### config.mk
export PLATFORM = sky130hd
export DESIGN_NAME = bellman_relax
export DESIGN_NICKNAME = d
export VERILOG_FILES = /design/src/rtl/bellman_relax_pkg.sv /design/src/rtl/bellman_relax_sat_add.sv /design/src/rtl/bellman_relax.sv
export SDC_FILE = /design/constraint.sdc
export NUM_CORES = 1
export LEC_CHECK = 0
export CAP_MARGIN = 20
export CORE_ASPECT_RATIO = 0.75
export CORE_MARGIN = 2
export CORE_UTILIZATION = 45
export CTS_CLUSTER_DIAMETER = 30
export DETAILED_ROUTE_END_ITERATION = 10
export PLACE_DENSITY_LB_ADDON = 0.15
export SLEW_MARGIN = 20
export SYNTH_ARGS = -nofsm -noshare
export SYNTH_HDL_FRONTEND = slang
export SYNTH_SLANG_ARGS = --single-unit
### constraint.sdc
create_clock -name clk -period 7.6 [get_ports clk]
set_clock_uncertainty 0.2 [all_clocks]
set_input_delay 1.52 -clock clk [delete_from_list [all_inputs] [get_ports clk]]
set_output_delay 1.52 -clock clk [all_outputs]
set_load 0.1 [all_outputs]
### src/rtl/bellman_relax_pkg.sv
// Shared definitions for the Bellman-Ford relaxation stage and the
// negative-cycle detector that consumes its vertex matrix.
//   - default geometry (vertex count, index width, weight width)
//   - vertex word field offsets: {reserved(1)=0, pred[PRED_W], weight[WEIGHT_W]}
//   - controller state encoding
package bellman_relax_pkg;

  localparam int NODES_DEF    = 32;
  localparam int PRED_W_DEF   = 5;
  localparam int WEIGHT_W_DEF = 16;
  localparam int VERT_W_DEF   = 1 + PRED_W_DEF + WEIGHT_W_DEF;

  // Field offsets inside a vertex word (default geometry).
  localparam int WEIGHT_LSB = 0;
  localparam int PRED_LSB   = WEIGHT_W_DEF;
  localparam int RSVD_BIT   = PRED_W_DEF + WEIGHT_W_DEF;

  typedef enum logic [2:0] {
    INIT  = 3'd0,
    ISSUE = 3'd1,
    WAIT  = 3'd2,
    EVAL  = 3'd3,
    DONE  = 3'd4
  } relax_state_t;

endpackage

### src/rtl/bellman_relax_sat_add.sv
// Saturating signed add plus strict less-than compare.
// Ports:
//   i_src_w  source vertex distance
//   i_edge_w edge weight
//   i_dst_w  current destination distance
//   o_sum    i_src_w + i_edge_w clamped to the signed WEIGHT_W range
//   o_relax  o_sum < i_dst_w (signed, strict)
module sat_add_cmp #(
  parameter int WEIGHT_W = 16
) (
  input  logic signed [WEIGHT_W-1:0] i_src_w,
  input  logic signed [WEIGHT_W-1:0] i_edge_w,
  input  logic signed [WEIGHT_W-1:0] i_dst_w,
  output logic signed [WEIGHT_W-1:0] o_sum,
  output logic                       o_relax
);

  // Overflow shows up as disagreement between the two top bits of the
  // one-bit-wider sum; the extra sign bit tells which rail to clamp to.
  function automatic logic signed [WEIGHT_W-1:0] sat_w(input logic signed [WEIGHT_W:0] x);
    if (x[WEIGHT_W] != x[WEIGHT_W-1])
      return x[WEIGHT_W] ? $signed({1'b1, {(WEIGHT_W-1){1'b0}}})
                         : $signed({1'b0, {(WEIGHT_W-1){1'b1}}});
    else
      return x[WEIGHT_W-1:0];
  endfunction

  logic signed [WEIGHT_W:0] w_full;

  assign w_full  = $signed({i_src_w[WEIGHT_W-1], i_src_w})
                 + $signed({i_edge_w[WEIGHT_W-1], i_edge_w});
  assign o_sum   = sat_w(w_full);
  assign o_relax = (o_sum < i_dst_w);

endmodule

### src/rtl/bellman_relax.sv
// Bellman-Ford relaxation stage.
// Initialises every vertex to {0, self, 0}, then sweeps all NODES x NODES
// edges per pass (3 cycles per edge: ISSUE, WAIT, EVAL) until a pass makes
// no improvement or NODES-1 passes have completed.
// Ports:
//   clk, relax_reset          clock, synchronous active-high reset
//   vertmat_q_a / _q_b        vertex RAM read data, port A (u) / port B (v)
//   adjmat_q                  signed edge weight, 0 = no edge
//   vertmat_addr_a/_addr_b    vertex RAM addresses
//   vertmat_data_b/_we_b      vertex RAM port B write
//   adjmat_row/col_addr       adjacency RAM address (i, j)
//   relax_pass                completed pass count
//   relax_changed             last completed pass wrote at least once
//   relax_done                held high from completion until reset
module bellman_relax
  import bellman_relax_pkg::*;
#(
  parameter int NODES    = NODES_DEF,
  parameter int PRED_W   = PRED_W_DEF,
  parameter int WEIGHT_W = WEIGHT_W_DEF,
  parameter int VERT_W   = 1 + PRED_W + WEIGHT_W
) (
  input  logic                clk,
  input  logic                relax_reset,
  input  logic [VERT_W-1:0]   vertmat_q_a,
  input  logic [VERT_W-1:0]   vertmat_q_b,
  input  logic [WEIGHT_W-1:0] adjmat_q,
  output logic [PRED_W-1:0]   vertmat_addr_a,
  output logic [PRED_W-1:0]   vertmat_addr_b,
  output logic [VERT_W-1:0]   vertmat_data_b,
  output logic                vertmat_we_b,
  output logic [PRED_W-1:0]   adjmat_row_addr,
  output logic [PRED_W-1:0]   adjmat_col_addr,
  output logic [PRED_W-1:0]   relax_pass,
  output logic                relax_changed,
  output logic                relax_done
);

  localparam logic [PRED_W-1:0] LAST = PRED_W'(NODES - 1);

  relax_state_t r_state, w_state_nx;

  logic [PRED_W-1:0]          r_k, r_i, r_j, r_pass;
  logic                       r_flag, r_changed, r_done;

  logic                       w_we;
  logic [PRED_W-1:0]          w_addr_b;
  logic [VERT_W-1:0]          w_data;
  logic signed [WEIGHT_W-1:0] w_src_w, w_dst_w, w_edge_w, w_sum;
  logic                       w_relax, w_edge_live, w_write_ev, w_flag_nx, w_last_edge;
  logic [PRED_W-1:0]          w_pass_inc;
  logic                       w_unused_bits;

  // Only the distance fields are needed here; pred/reserved are for the detector.
  assign w_src_w  = $signed(vertmat_q_a[WEIGHT_W-1:0]);
  assign w_dst_w  = $signed(vertmat_q_b[WEIGHT_W-1:0]);
  assign w_edge_w = $signed(adjmat_q);
  assign w_unused_bits = ^{vertmat_q_a[VERT_W-1:WEIGHT_W], vertmat_q_b[VERT_W-1:WEIGHT_W]};

  sat_add_cmp #(.WEIGHT_W(WEIGHT_W)) u_sat_add_cmp (
    .i_src_w (w_src_w),
    .i_edge_w(w_edge_w),
    .i_dst_w (w_dst_w),
    .o_sum   (w_sum),
    .o_relax (w_relax)
  );

  // Self-loops and absent edges never relax anything.
  assign w_edge_live = (r_i != r_j) && (adjmat_q != '0);
  assign w_write_ev  = (r_state == EVAL) && w_edge_live && w_relax;
  assign w_flag_nx   = r_flag | w_write_ev;
  assign w_last_edge = (r_i == LAST) && (r_j == LAST);
  assign w_pass_inc  = r_pass + PRED_W'(1);

  always_ff @(posedge clk) begin
    if (relax_reset) r_state <= INIT;
    else             r_state <= w_state_nx;
  end

  always_comb begin
    w_state_nx = r_state;
    w_we       = 1'b0;
    w_addr_b   = r_j;
    w_data     = '0;
    case (r_state)
      INIT: begin
        w_addr_b = r_k;
        w_we     = 1'b1;
        w_data   = {1'b0, r_k, {WEIGHT_W{1'b0}}};
        if (r_k == LAST) w_state_nx = ISSUE;
      end
      ISSUE: w_state_nx = WAIT;
      WAIT:  w_state_nx = EVAL;
      EVAL: begin
        w_we   = w_write_ev;
        w_data = {1'b0, r_i, w_sum};
        // A quiet pass means the distances have settled; NODES-1 passes is
        // the Bellman-Ford bound, so anything still moving is a negative cycle.
        if (w_last_edge && (!w_flag_nx || (w_pass_inc == LAST)))
          w_state_nx = DONE;
        else
          w_state_nx = ISSUE;
      end
      DONE:    w_state_nx = DONE;
      default: w_state_nx = INIT;
    endcase
  end

  always_ff @(posedge clk) begin
    if (relax_reset) begin
      r_k       <= '0;
      r_i       <= '0;
      r_j       <= '0;
      r_pass    <= '0;
      r_flag    <= 1'b0;
      r_changed <= 1'b0;
      r_done    <= 1'b0;
    end else begin
      case (r_state)
        INIT: r_k <= (r_k == LAST) ? '0 : r_k + PRED_W'(1);
        EVAL: begin
          if (w_write_ev) r_flag <= 1'b1;
          if (r_j == LAST) begin
            r_j <= '0;
            r_i <= (r_i == LAST) ? '0 : r_i + PRED_W'(1);
          end else begin
            r_j <= r_j + PRED_W'(1);
          end
          if (w_last_edge) begin
            r_pass    <= w_pass_inc;
            r_changed <= w_flag_nx;
            r_flag    <= 1'b0;
            if (w_state_nx == DONE) r_done <= 1'b1;
          end
        end
        default: ;
      endcase
    end
  end

  // RAM-facing outputs are forced quiet while reset is held so a long reset
  // never issues INIT writes.
  assign vertmat_addr_a  = relax_reset ? '0 : r_i;
  assign vertmat_addr_b  = relax_reset ? '0 : w_addr_b;
  assign vertmat_data_b  = relax_reset ? '0 : w_data;
  assign vertmat_we_b    = !relax_reset && w_we;
  assign adjmat_row_addr = relax_reset ? '0 : r_i;
  assign adjmat_col_addr = relax_reset ? '0 : r_j;
  assign relax_pass      = r_pass;
  assign relax_changed   = r_changed;
  assign relax_done      = r_done;

endmodule

After elaboration in Yosys (flattened, before gate mapping)
Cells that the tools add are included.

word-level totals
  memories kept = 0
  memory bits (writable) = 0
  latch bits = 0
  register bits after elaboration = 26
  ROM bits = 0
  input bits = 62

operators by class
  magnitude comparators = 1
  reductions and logical operators = 16
  bitwise logic cells = 1
  add/subtract/negate cells = 5
  equality and inequality tests = 11
  $mul = 0
  shift-type cells = 0
  div/mod/pow operators = 0
  multiplexer cells = 17

operators by type and width
  cell                                            number
  case mux 21 bit (2 select lines)                1
  2-to-1 mux 5 bit                                7
  2-to-1 mux 16 bit                               2
  2-to-1 mux 22 bit                               1
  adder 5 x 1 -> 5 bit (second input constant)    4
  == test 5 bit (second input constant)           4
  adder 16 x 16 -> 17 bit                         1
  < comparator 16 bit                             1
  nonzero test 16 bit                             1
  case mux 3 bit (5 select lines)                 1
  == test 3 x 2 -> 1 bit (second input constant)  2
  == test 3 bit (second input constant)           2
  logical AND 1 bit                               6
  2-to-1 mux 3 bit                                2
  AND reduction 2 bit                             3
  inequality test 5 bit                           1
  == test 3 x 1 -> 1 bit (second input constant)  1
  logical NOT 3 bit                               1
  AND reduction 3 bit                             1
  logical NOT 1 bit                               2
  2-to-1 mux 1 bit                                2
  case mux 1 bit (2 select lines)                 1
  nonzero test 2 bit                              1
  logical OR 1 bit                                1
  other kinds (2)                                 2

Longest topological paths before layout
Gate-level depths: netlist (run 1).

  depth in word-level cells = 13
  mapped depth = 22
  gate-level depth less buffers = 21

Modules after synthesis
Synthesis (run 1) repeated with hierarchy kept, for this count alone.

unflattened totals
  cells, all modules = 389
  area, all modules = 2987.9 sq um

modules (own cells, without submodules)
  module         area an instance (sq um)  seq. area each (sq um)  cells an instance  times used
  bellman_relax  1654.1                    520.5                   211                1
  sat_add_cmp    1333.8                    0.0                     178                1

Least setup slack after synthesis (run 1)
Ideal clock, no wire load.

  path kind = input-to-output
  start = input port vertmat_q_a[7]
  end = output port vertmat_we_b
  path slack = -1.057 ns
  data arrival time = 6.937 ns
  stages = 21
  cells stage by stage = ha_1 > a21o_2 > nor3_1 > o21ai_0 > a21oi_1 > o21ai_0 > mux2i_1 > or2_2 > ha_1 > buf_2 > nor4_1 > a31oi_1 > nand2_1 > nor2_1 > ha_1 > or4b_1 > o21ai_1 > nor4b_4 > nor4_4 > nand2_1 > a21oi_1

between the ends
  cells in the longest elaborated chain, start to end = 7
  elaborated cells between the ends (all ways) = 8
  those cells by class = 1 x add/sub; 1 x order compare; 1 x eq/ne; 3 x mux; 2 x reduce/logical

RTL lines
  what                                                        line                                                      RTL
  from (decl)                                                 bellman_relax.sv:25                                       input logic [VERT_W-1:0] vertmat_q_a,
  adder 16 x 16 -> 17 bit *                                   bellman_relax_sat_add.sv:31                               + $signed({i_edge_w[WEIGHT_W-1], i_edge_w});
  2-to-1 mux 16 bit or inequality test 1 bit (tied branches)  bellman_relax_sat_add.sv:22, bellman_relax_sat_add.sv:21
  2-to-1 mux 16 bit *                                         bellman_relax_sat_add.sv:21                               if (x[WEIGHT_W] != x[WEIGHT_W-1])
  < comparator 16 bit *                                       bellman_relax_sat_add.sv:33                               assign o_relax = (o_sum < i_dst_w);
  logical AND 1 bit *                                         bellman_relax.sv:70                                       assign w_write_ev = (r_state == EVAL) && w_edge_live && w_relax;
  case mux 1 bit (2 select lines) *                           bellman_relax.sv:85                                       case (r_state)
  logical AND 1 bit *                                         bellman_relax.sv:146                                      assign vertmat_we_b = !relax_reset && w_we;
  to (decl)                                                   bellman_relax.sv:31                                       output logic vertmat_we_b,

Mark *: on every way between the ends. The rest lies on a longest branch, timed or not.

Worst setup path after layout (run 1)
  start = input port vertmat_q_a[6]
  end = output port vertmat_we_b

Same word-level chain as after synthesis.

==> summary by stage, run 1 <==
Synth
The share of synthesized flip-flops with an asynchronous set or reset is 0. Yosys mapped the design onto 67 distinct sky130hd cell types. Synthesis inferred 26 register bits. The most used flip-flop cell after synthesis is dfxtp_1. Summing every instance area after synthesis gives 3170 um^2.

The sequential share of the synthesized area is 0.164. The count of yosys warnings during synthesis is 0. The average instance in the mapped netlist occupies 7.35 um^2. The cell count after synthesis came out at 431.

Yosys mapped a number of flops with a built-in enable equal to 0. The synthesized netlist net count is 535.

Global routing
For this run, the total global-route usage over all layers was measured as 0.256. The pin count of the biggest net entering global routing is 31. The total congestion overflow after global routing is 0. The number of antenna violations at the first check in global routing is 0.

The first global-routing pass estimated 16,100 um of wire. The via count of the first global-routing pass is 3,357.

Worst setup path
For the worst setup path, the data required time is 5.88 ns. For the worst flop-to-flop path, the logic depth is 7. The worst flop-to-flop path endpoint is relax_pass[4]$_SDFFE_PP0P_.

Data on the critical path arrives at its endpoint at 5.77 ns. The maximum fanout along the worst path is 4. STA classifies the critical path endpoint as a primary output.

Across all register-to-register paths, the minimum setup slack is 5.09 ns. The category of the most critical setup path is input pin to primary output. The critical register-to-register path startpoint is r_j[0]$_SDFFE_PP0P_. STA classifies the critical path startpoint as an input pin.

CTS
The maximum buffer depth of the clock tree is 2. The number of sinks handled by clock tree synthesis is 26. The maximum level of the CTS H-tree is 1. For the worst-skew pair, the clock arrives at the later sink with an insertion delay of 0.28 ns. TritonCTS created 3 clock buffers. The TritonCTS clock tree is done. The root buffer cell is clkbuf_8. The clock edge transition at the registers on the reported setup and hold paths is 0.09 ns.

Run
The total of max-cap violations is 0.

Min path
The tightest min-delay check is of the flip-flop to flip-flop type. The worst hold path passes through 2 cells. The origin of the worst min-delay path is r_k[4]$_SDFFE_PP0N_. The path with the worst hold slack has its endpoint at r_k[4]$_SDFFE_PP0N_.

Pwr
The areal power density over the cells is 136 nW/um^2. The peak ir drop on the vdd network is 0.0758 mV. The share of total power dissipated in sequential elements is 0.203. The internal power of the cells totals 417 uW. Of the total power, the share spent switching nets is 0.394.

After layout, the design draws a total of 688 uW. In this run the power spent charging and discharging nets is 271 uW. The relative contribution of the clock network to total power is 0.171. The share of total power dissipated in combinational logic is 0.626. For this design the static power due to leakage is 0.00212 uW.

Finish
For this run, the share of the core covered by cells in the final layout is 0.742. The final standard cell area without fillers is 5070 um^2. The number of antenna diodes is 0. The final layout net count is 678. Leaving out fill and tap cells, the most frequent cells in the layout are buf_4, clkdlybuf4s50_1, nand2_1. The area growth from synthesis to layout is 60.0%. Summing all multi-input logic gate instances after layout gives 2730 um^2. The number of fill cells in the layout is 514. The area occupied by registers is 520 um^2. In the final layout, the share of cells above drive strength 1 is 0.274. The most common cell after layout, fill and taps aside is buf_4.

Drt
After detailed routing, the number of vias per cell comes to 5.55. Before antenna repair, the detailed router went through 6 iterations. After the first detailed-routing iteration, the DRC count stood at 217.

The final routed wire length divided by cell count is 16.2 um. The count of nets left with antenna violations after detail routing is 0. The total detailed-routing wirelength is 10,600 um. For this block, the via count after detailed routing is 3,649. Summed over all nets, wire length on met3 after detailed routing comes to 591 um. The total DRC errors in the routed layout is 0. The highest metal layer carrying signal wires in the routed design is met4. After detailed routing, the wire length on met1 is 4950 um. Detailed routing placed a total of 4950 um of wire on met2.

STA
Hold is met by 0.290 ns. In the finished design, the share of the clock period the worst path needs comes to 0.986. The worst slew slack as a fraction of its limit is 0.325. The actual slew at the worst max-slew pin is 1.01 ns. The total count of max-transition violations in the final report is 0. Setup violations remaining at the end of the flow were counted as 0. The hold violation count in the final report was 0. The worst path in the final design needs a cycle of 7.49 ns, including I/O delays and setup.

The maximum achievable frequency is 134 MHz.

Die
The I/O pin count is 112. The total die area is 7740 um^2. The area of the core is 6830 um^2. The floorplan has 26 rows. The floorplan step set the die width to 101 um. The floorplan step set the die height to 76.7 um. The initial utilization of the core area, before any placement, comes to 0.464.

Place
After detailed placement, the total cell area comes to 4610 um^2. The congestion estimate from routability-driven global placement came to 0.918. The count of buffers from port buffering is 98.

The post-detailed-placement half-perimeter wirelength is 7780 um.

Run status
The run finished with clean final reports.
[logic make-up after synthesis]
| family | share of synthesized area |
|---|---|
| flops | 0.164 |
| fa+ha+maj | 0.168 |
| xor+xnor | 0.0580 |
| mux | 0.0130 |
| buf+inv | 0.0797 |
| compound gates | 0.220 |
| simple gates | 0.296 |
| other cells | 0.00118 |
[stage by stage]
stage	setup TNS, ns	worst slack [ns]	std cells
finish	0	0.110	657
global placement	-0.424	-0.424	638
global route	-0.0705	-0.0705	657
detailed placement	-0.523	-0.523	638
CTS	0	0.00356	651
floorplan	-0.0854	-0.0854	431
[registers in the layout, indices dropped and copies added (netlist names)]
name,cells
r_i,5
r_j,5
r_k,5
relax_pass,5
r_state,3
r_flag,1
relax_changed,1
relax_done,1
[layout make-up]
class	instances	area share
Clock buffer	3	0.00814
Timing Repair Buffer	163	0.303
Inverter	28	0.0207
Multi-Input combinational cell	352	0.538
Tap cell	84	0.0207
Clock inverter	1	0.00592
Sequential cell	26	0.103
[metal layers]
metal,global-route usage,up-vias
li1,-,1817
met1,0.369,1670
met2,0.413,146
met3,0.0356,16
met4,0.0378,0
met5,0,-
[worst max-delay path by stage]
stage / startpoint / endpoint / slack, ns / cells past startpoint
2_1_floorplan: vertmat_q_a[7] / vertmat_we_b / -0.09 / 21
3_3_place_gp: vertmat_q_a[1] / vertmat_we_b / -0.42 / 24
3_5_place_dp: vertmat_q_a[1] / vertmat_we_b / -0.52 / 24
4_1_cts: adjmat_q[6] / vertmat_we_b / 0.004 / 24
5_1_grt: vertmat_q_a[6] / vertmat_we_b / -0.07 / 24
6_report: vertmat_q_a[6] / vertmat_we_b / 0.11 / 24
[what timing repair did]
action	4_1_cts	5_1_grt
resized for setup	61	39
pin swaps	28	31
hold buffers	0	0
endpoints found under the setup margin	1	1
setup buffers	9	7
[power by group through the flow]
stage	combinational, uW	clock, uW	sequential, uW
2_1_floorplan	209	0	142
3_3_place_gp	347	0	143
3_5_place_dp	360	0	143
4_1_cts	397	119	140
5_1_grt	470	125	140
6_report	431	117	140
[synthesized netlist by cell type, types with 4 or more instances]
cell / n / share of area
a21oi_1: 44 / 0.069
inv_1: 28 / 0.033
nor4_1: 5 / 0.0099
o21ai_0: 25 / 0.039
nor2_1: 34 / 0.040
nor3_1: 11 / 0.017
nor2b_1: 13 / 0.026
nand3_1: 13 / 0.021
a31oi_1: 6 / 0.012
xnor2_1: 10 / 0.028
nand2_1: 41 / 0.049
xor2_1: 11 / 0.030
o21bai_1: 4 / 0.0095
buf_4: 7 / 0.017
and3_1: 5 / 0.0099
nand4_1: 7 / 0.014
or2_2: 4 / 0.0079
nor3b_1: 4 / 0.0095
dfxtp_1: 26 / 0.16
clkbuf_1: 13 / 0.015
and2_1: 11 / 0.022
ha_1: 41 / 0.16
nand2b_1: 4 / 0.0079
[worst max-delay path, stage by stage]
cell and delay (ns):
clkdlybuf4s15_1 0.20, ha_4 0.19, a21o_4 0.23, nor3_4 0.20, o21ai_2 0.10, a21oi_2 0.17, o21ai_2 0.09, mux2i_2 0.18
or2_4 0.27, ha_4 0.30, buf_6 0.13, buf_4 0.12, nor2_1 0.04, mux2i_1 0.25, nand2_1 0.18, ha_4 0.28
nand4_1 0.08, o21bai_1 0.09, nand2_1 0.11, and2b_1 0.21, nor4_4 0.34, nand2_2 0.13, a21oi_4 0.17, buf_12 0.19
(Power assumes the default switching activity.)
==> run 2, diff against run 1 <==
CORE_UTILIZATION = 47   (was 45)
CTS_BUF_LIST = sky130_fd_sc_hd__clkbuf_8   (was default)
==> summary by stage, run 2 (synthesized netlist as in run 1, its figures left out) <==
Worst setup path
The logic depth of the worst register-to-register path is 6. The kind of start point of the critical path is an input pin. In this design, the stage delay of the slowest critical-path cell is 0.32 ns. By instance count, the cell type seen most on the critical path is ha_4. STA puts the critical path data arrival time at 5.83 ns. Along the worst path, the maximum fanout reaches 6.

For this design, the slowest cell found on the critical path is ha_4. The worst setup path is captured at a primary output. STA puts the critical path data required time at 5.88 ns. The setup path with the least slack is of type input pin to primary output.

Pwr
The relative contribution of the clock network to total power is 0.165. The internal power is 417 uW. The peak ir drop on the vdd network is 0.0759 mV.

The leakage component of the power is 0.00214 uW. For this design the total switching power over the nets is 274 uW. The design draws 691 uW. Of the total power, combinational logic draws 0.633.

Of the total power, registers draw 0.202. The areal power density over the cells is 136 nW/um^2. The switching fraction of total power is 0.397.

Finish
The most common cell after layout, fill and taps aside is buf_4. Relative to the synthesized area, the layout overhead comes to 60.9%. The final layout net count is 682. The ratio of cells with drive above 1 in the final layout is 0.276. The repair_antennas step left the layout with diodes totalling 0. The number of fill cells in the layout is 409. The top cell types in the final layout, fill and taps aside, are buf_4, clkdlybuf4s50_1, nand2_1.

Global routing
The via count of the first global-routing pass was 3,337. The met3 capacity usage during global routing is 0.0501. The total congestion overflow after global routing is 0. For met1 alone, demand over resource in global routing was 0.362. Entering global routing, the biggest net connects 31 pins. The number of antenna violations at the first check in global routing is 0.

The global routing met2 resource utilization is 0.452. The first-pass GRT wire length is 16,000 um. The global routing usage summed across all routing layers is 0.266. met2 is the most crowded layer.

STA
Measured against its own limit, the worst slew margin works out to 0.308. The final worst-path cycle share is 0.994. Setup slack on the critical path of the routed design comes to 0.0456 ns. The count of endpoints failing setup in the final report is 0. The total count of max-transition violations in the final report was 0. For this run, the top clock speed supported by timing is 132 MHz. The hold violation count in the final report is 0. The actual slew at the worst max-slew pin is 1.03 ns. The minimum period implied by the final worst setup slack is 7.55 ns.

Drt
The routed design has 10,700 um of wire. In the final routed layout, each cell accounts on average for 16.3 um. The number of optimization iterations in the first detailed-route pass is 5. In the routed design, unresolved DRC markers number 0.

The first routing iteration left 180 violations. The count of nets left with antenna violations once routing finished came out at 0. Detailed routing inserted a total of 3,714 vias.

Dividing the detail-routed via count by the number of cells gives 5.64.

Min path
The type of the worst min-delay path is flip-flop to flip-flop. Counting instances, the worst hold path has a depth of 2.

Die
The floorplan has 25 rows. The effective utilization at floorplan is 0.494. The area of the core is 6410 um^2.

The I/O pin count is 112. The die span in x is 98.8 um. The overall die height is 75.1 um. The die covers 7420 um^2.

Place
The congestion estimate from routability-driven global placement came to 0.894. The post-detailed-placement half-perimeter wirelength is 7950 um. The count of buffers from port buffering is 98.

The pre-CTS setup slack is -0.584 ns.

CTS
Clock-pin slew was measured on the worst setup and hold paths at 0.09 ns. The later-pin clock latency in the skew report is 0.27 ns. The maximum buffer depth of the clock tree is 2. The total of hold buffers inserted after clock tree synthesis is 0. CTS placed an instance of clkbuf_8 at the clock tree root. The number of buffers inserted during clock tree synthesis is 3. The number of sinks handled by clock tree synthesis is 26.

In this run the number of H-tree levels came out at 1. The TritonCTS clock tree is done.

Run status
The run finished with clean final reports.

Run
The total of max-cap violations is 0.
## run 2: final cells by class
class                      instances  area [um^2]  share of cell area
sequential                        26          520               0.102
inverter                          28          105              0.0206
timing repair buffer             167         1590               0.313
multi-input combinational        352         2710               0.531
tap                               81          101              0.0199
clock buffer                       3         41.3             0.00810
clock inverter                     1         30.0             0.00589
## run 2: path summary, 6_finish.rpt
| check | start | to | slack (ns) |
|---|---|---|---|
| setup / recovery | vertmat_q_a[6] | vertmat_we_b | 0.05 |
| hold / removal | r_k[4]$_SDFFE_PP0N_ | r_k[4]$_SDFFE_PP0N_ | 0.29 |
| setup reg to reg | r_j[0]$_SDFFE_PP0P_ | r_i[2]$_SDFFE_PP0P_ | 5.12 |
| hold reg to reg | r_k[4]$_SDFFE_PP0N_ | r_k[4]$_SDFFE_PP0N_ | 0.29 |
## run 2: power groups by stage
stage          Clock (uW)  Combinational (uW)  Sequential (uW)
6_report              114                 437              139
5_1_grt               123                 475              140
4_1_cts               118                 392              139
3_5_place_dp            0                 354              143
3_3_place_gp            0                 343              143
2_1_floorplan           0                 209              142
## run 2: through the flow
stage / std cells / setup TNS [ns] / utilization / area (um^2) / hold WS [ns]
CTS: 652 / 0 / 0.767 / 4920 / 0.285
floorplan: 431 / -0.0854 / - / 3190 / 0.254
detailed placement: 635 / -0.584 / 0.720 / 4620 / 0.271
global route: 658 / -0.169 / 0.795 / 5100 / 0.308
global placement: 635 / -0.487 / 0.720 / 4620 / 0.265
finish: 658 / 0 / 0.795 / 5100 / 0.287
## run 2: routing by layer
layer	vias up	routed length, um
met2	145	5110
met5	-	0
met3	22	662
li1	1819	-
met1	1728	4750
met4	0	176
## run 2: worst max-delay path: cells and delay by family
kind / cells / cell delay, ns
simple gates: 7 / 0.90
buf+inv: 5 / 0.84
compound gates: 8 / 1.26
fa+ha+maj: 3 / 0.84
mux: 2 / 0.49
## run 2: repair_timing
item / 4_1_cts / 5_1_grt
endpoints found under the setup margin: 1 / 1
pin swaps: 27 / 24
gates resized for setup: 60 / 38
buffers inserted: 13 / 7
==> run 3, diff against run 2 <==
CORE_UTILIZATION = 43   (was 47)
clock period = 6.6 ns   (was 7.6 ns; I/O delays follow)
==> summary by stage, run 3 (synthesized netlist as in run 1, its figures left out) <==
Run status
The run finished, with violations left. The final reports fail on setup timing.

STA
For the pin with the worst max-slew slack, the measured transition is 0.967 ns. The minimum period implied by the final worst setup slack is 7.00 ns. The smallest setup slack after layout is -0.403 ns. Headroom to the max-slew limit came out at 0.353. Setup repair after global routing could not meet its margin everywhere. The hold violation count in the final report is 0.

The count of endpoints failing setup in the final report is 1. Derived from the worst setup path, the maximum achievable clock frequency is 143 MHz. The total count of max-transition violations in the final report is 0. The final worst-path cycle share is 1.06.

Finish
The area growth from synthesis to layout is 68.1%. Fill cells in the final layout number 566. In the layout the commonest cells are buf_4, nand2_1, a21oi_1. The number of antenna diodes is 0.

The multi-input gate area in the final layout is 2810 um^2. The ratio of cells with drive above 1 in the final layout is 0.369. The final cell utilization of the core is 0.737. Leaving out fill and tap cells, the most frequent cell in the layout is buf_4. The final standard cell area without fillers is 5330 um^2. The final layout net count is 699. Across the whole layout, storage elements account for 520 um^2. The final instance count without filler cells is 695.

Place
The cell count after placement is 673. At the end of routability-driven placement, the weighted congestion stood at 0.939. The cell area reported after detailed placement is 4750 um^2. The count of buffers from port buffering is 98.

The wire-length estimate of the detail-placed layout is 8120 um.

Drt
Dividing the detail-routed via count by the number of cells gives 5.40. Before antenna repair, the detailed router went through 4 iterations. In the routed design, unresolved DRC markers number 0. In the final routed layout, each cell accounts on average for 15.8 um. The count of nets left with antenna violations after detail routing is 0. Wires add up to 11,000 um. The iteration-0 DRC count of the detailed router is 158. The final route contains 3,756 vias.

CTS
Clock-pin slew was measured on the worst setup and hold paths at 0.09 ns. The TritonCTS clock tree is done. Counting the buffers created by CTS gives 3.

The later pin in the worst-skew pair is clocked with a latency of 0.28 ns. The maximum buffer depth of the clock tree is 2. The root buffer cell chosen for the clock tree is clkbuf_8.

The total of hold buffers inserted after clock tree synthesis is 0. The number of sinks handled by clock tree synthesis is 26. CTS built an H-tree with a depth of 1.

Worst setup path
At the worst endpoint, the required time is 5.08 ns. The kind of start point of the critical path is an input pin. The kind of cell adding the most delay to the critical path is simple AND/OR/NAND/NOR gates. Traced cell by cell, the critical path runs through buf_8, ha_4, buf_6, a21o_1, a21boi_4, o21ai_2, a21oi_2, o21ai_2, mux2i_2, or2_4, ha_4, buf_4, nand2b_4, buf_4, o21ai_1, ha_1, or4b_4, o21ai_4, buf_6, a21oi_2, nor4_4, nand2_2, a21oi_4, buf_12. The logic depth of the worst register-to-register path is 6.

The maximum fanout along the worst path is 8. In this design, the stage delay of the slowest critical-path cell is 0.55 ns. The slowest stage of the critical path belongs to the cell or4b_4. The critical path runs through a total of 24 cells.

The critical path in this run is classified as input pin to primary output. The capturing element type of the critical path is a primary output. The critical path buffer and inverter count is 6. The data arrival time at the worst-slack endpoint is 5.48 ns.

Min path
The cell depth of the worst min-delay path is 2. The type of the worst min-delay path is flip-flop to flip-flop.

Pwr
The leakage component of the power is 0.00233 uW. Across the VDD grid, the largest voltage drop is 0.0940 mV. Power spread over the standard cell area amounts to 158 nW/um^2.

Die
The die span in x is 103 um. After floorplanning, the core was sized to cover 7230 um^2. The I/O pin count is 112. The die covers 8080 um^2. The cell row count is 27. For this configuration, the core starts out at a cell density of 0.438. The floorplan step set the die height to 78.4 um.

Global routing
Across every metal layer, demand over resource in global routing totals 0.262. The first-pass GRT wire length is 16,900 um. Entering global routing, the biggest net connects 48 pins. The number of antenna violations at the first check in global routing is 0. The total overflow left after global routing is 0. The via count of the first global-routing pass is 3,624.

Run
The total of max-cap violations is 0.
-- run 3: worst paths after layout --
kind | slack, ns | endpoint | startpoint
worst max-delay path | -0.40 | vertmat_we_b | adjmat_q[0]
worst min register to register | 0.29 | r_k[4]$_SDFFE_PP0N_ | r_k[4]$_SDFFE_PP0N_
worst min-delay path | 0.29 | r_k[4]$_SDFFE_PP0N_ | r_k[4]$_SDFFE_PP0N_
worst max register to register | 4.05 | r_state[2]$_SDFF_PP0_ | r_j[0]$_SDFFE_PP0P_
-- run 3: report_power, final --
| group | switching, uW | leakage [uW] | internal, uW |
|---|---|---|---|
| Sequential | 2.60 | 0.000210 | 158 |
| Combinational | 273 | 0.00208 | 271 |
| Clock | 54.4 | 0.0000357 | 81.3 |
-- run 3: timing repair --
item                                    4_1_cts  5_1_grt
setup buffers                                12        6
pin swaps                                    40       20
endpoints found under the setup margin        1        1
gates resized for setup                     145       20
-- run 3: area by class of cell --
| cell class | instances | share of cell area |
|---|---|---|
| multi-input combinational | 352 | 0.528 |
| tap | 101 | 0.0237 |
| inverter | 28 | 0.0197 |
| clock buffer | 3 | 0.00775 |
| timing repair buffer | 184 | 0.318 |
| sequential | 26 | 0.0977 |
| clock inverter | 1 | 0.00564 |
-- run 3: through the flow --
| stage | total power, uW | setup TNS, ns | hold slack, ns | setup WS (ns) |
|---|---|---|---|---|
| 6_report | 842 | -0.403 | 0.293 | -0.403 |
| 3_5_place_dp | 586 | -1.25 | 0.282 | -1.25 |
| 2_1_floorplan | 405 | -0.685 | 0.254 | -0.685 |
| 3_3_place_gp | 573 | -1.15 | 0.263 | -1.15 |
| 5_1_grt | 895 | -0.552 | 0.338 | -0.552 |
| 4_1_cts | 788 | -0.361 | 0.295 | -0.361 |
-- run 3: tightest hold or removal path: cells and delay by family (launching register included) --
| family | cells | cell delay (ns) |
|---|---|---|
| and+or+nand+nor | 1 | 0.06 |
| DFF | 1 | 0.34 |
| AOI/OAI and AO/OA | 1 | 0.05 |
-- run 3: routing by layer --
metal	vias to the layer above	wire (um)	global-route usage
li1	1853	-	-
met1	1781	5010	0.373
met2	108	5310	0.421
met3	14	511	0.0338
met4	0	186	0.0592
met5	-	0	0
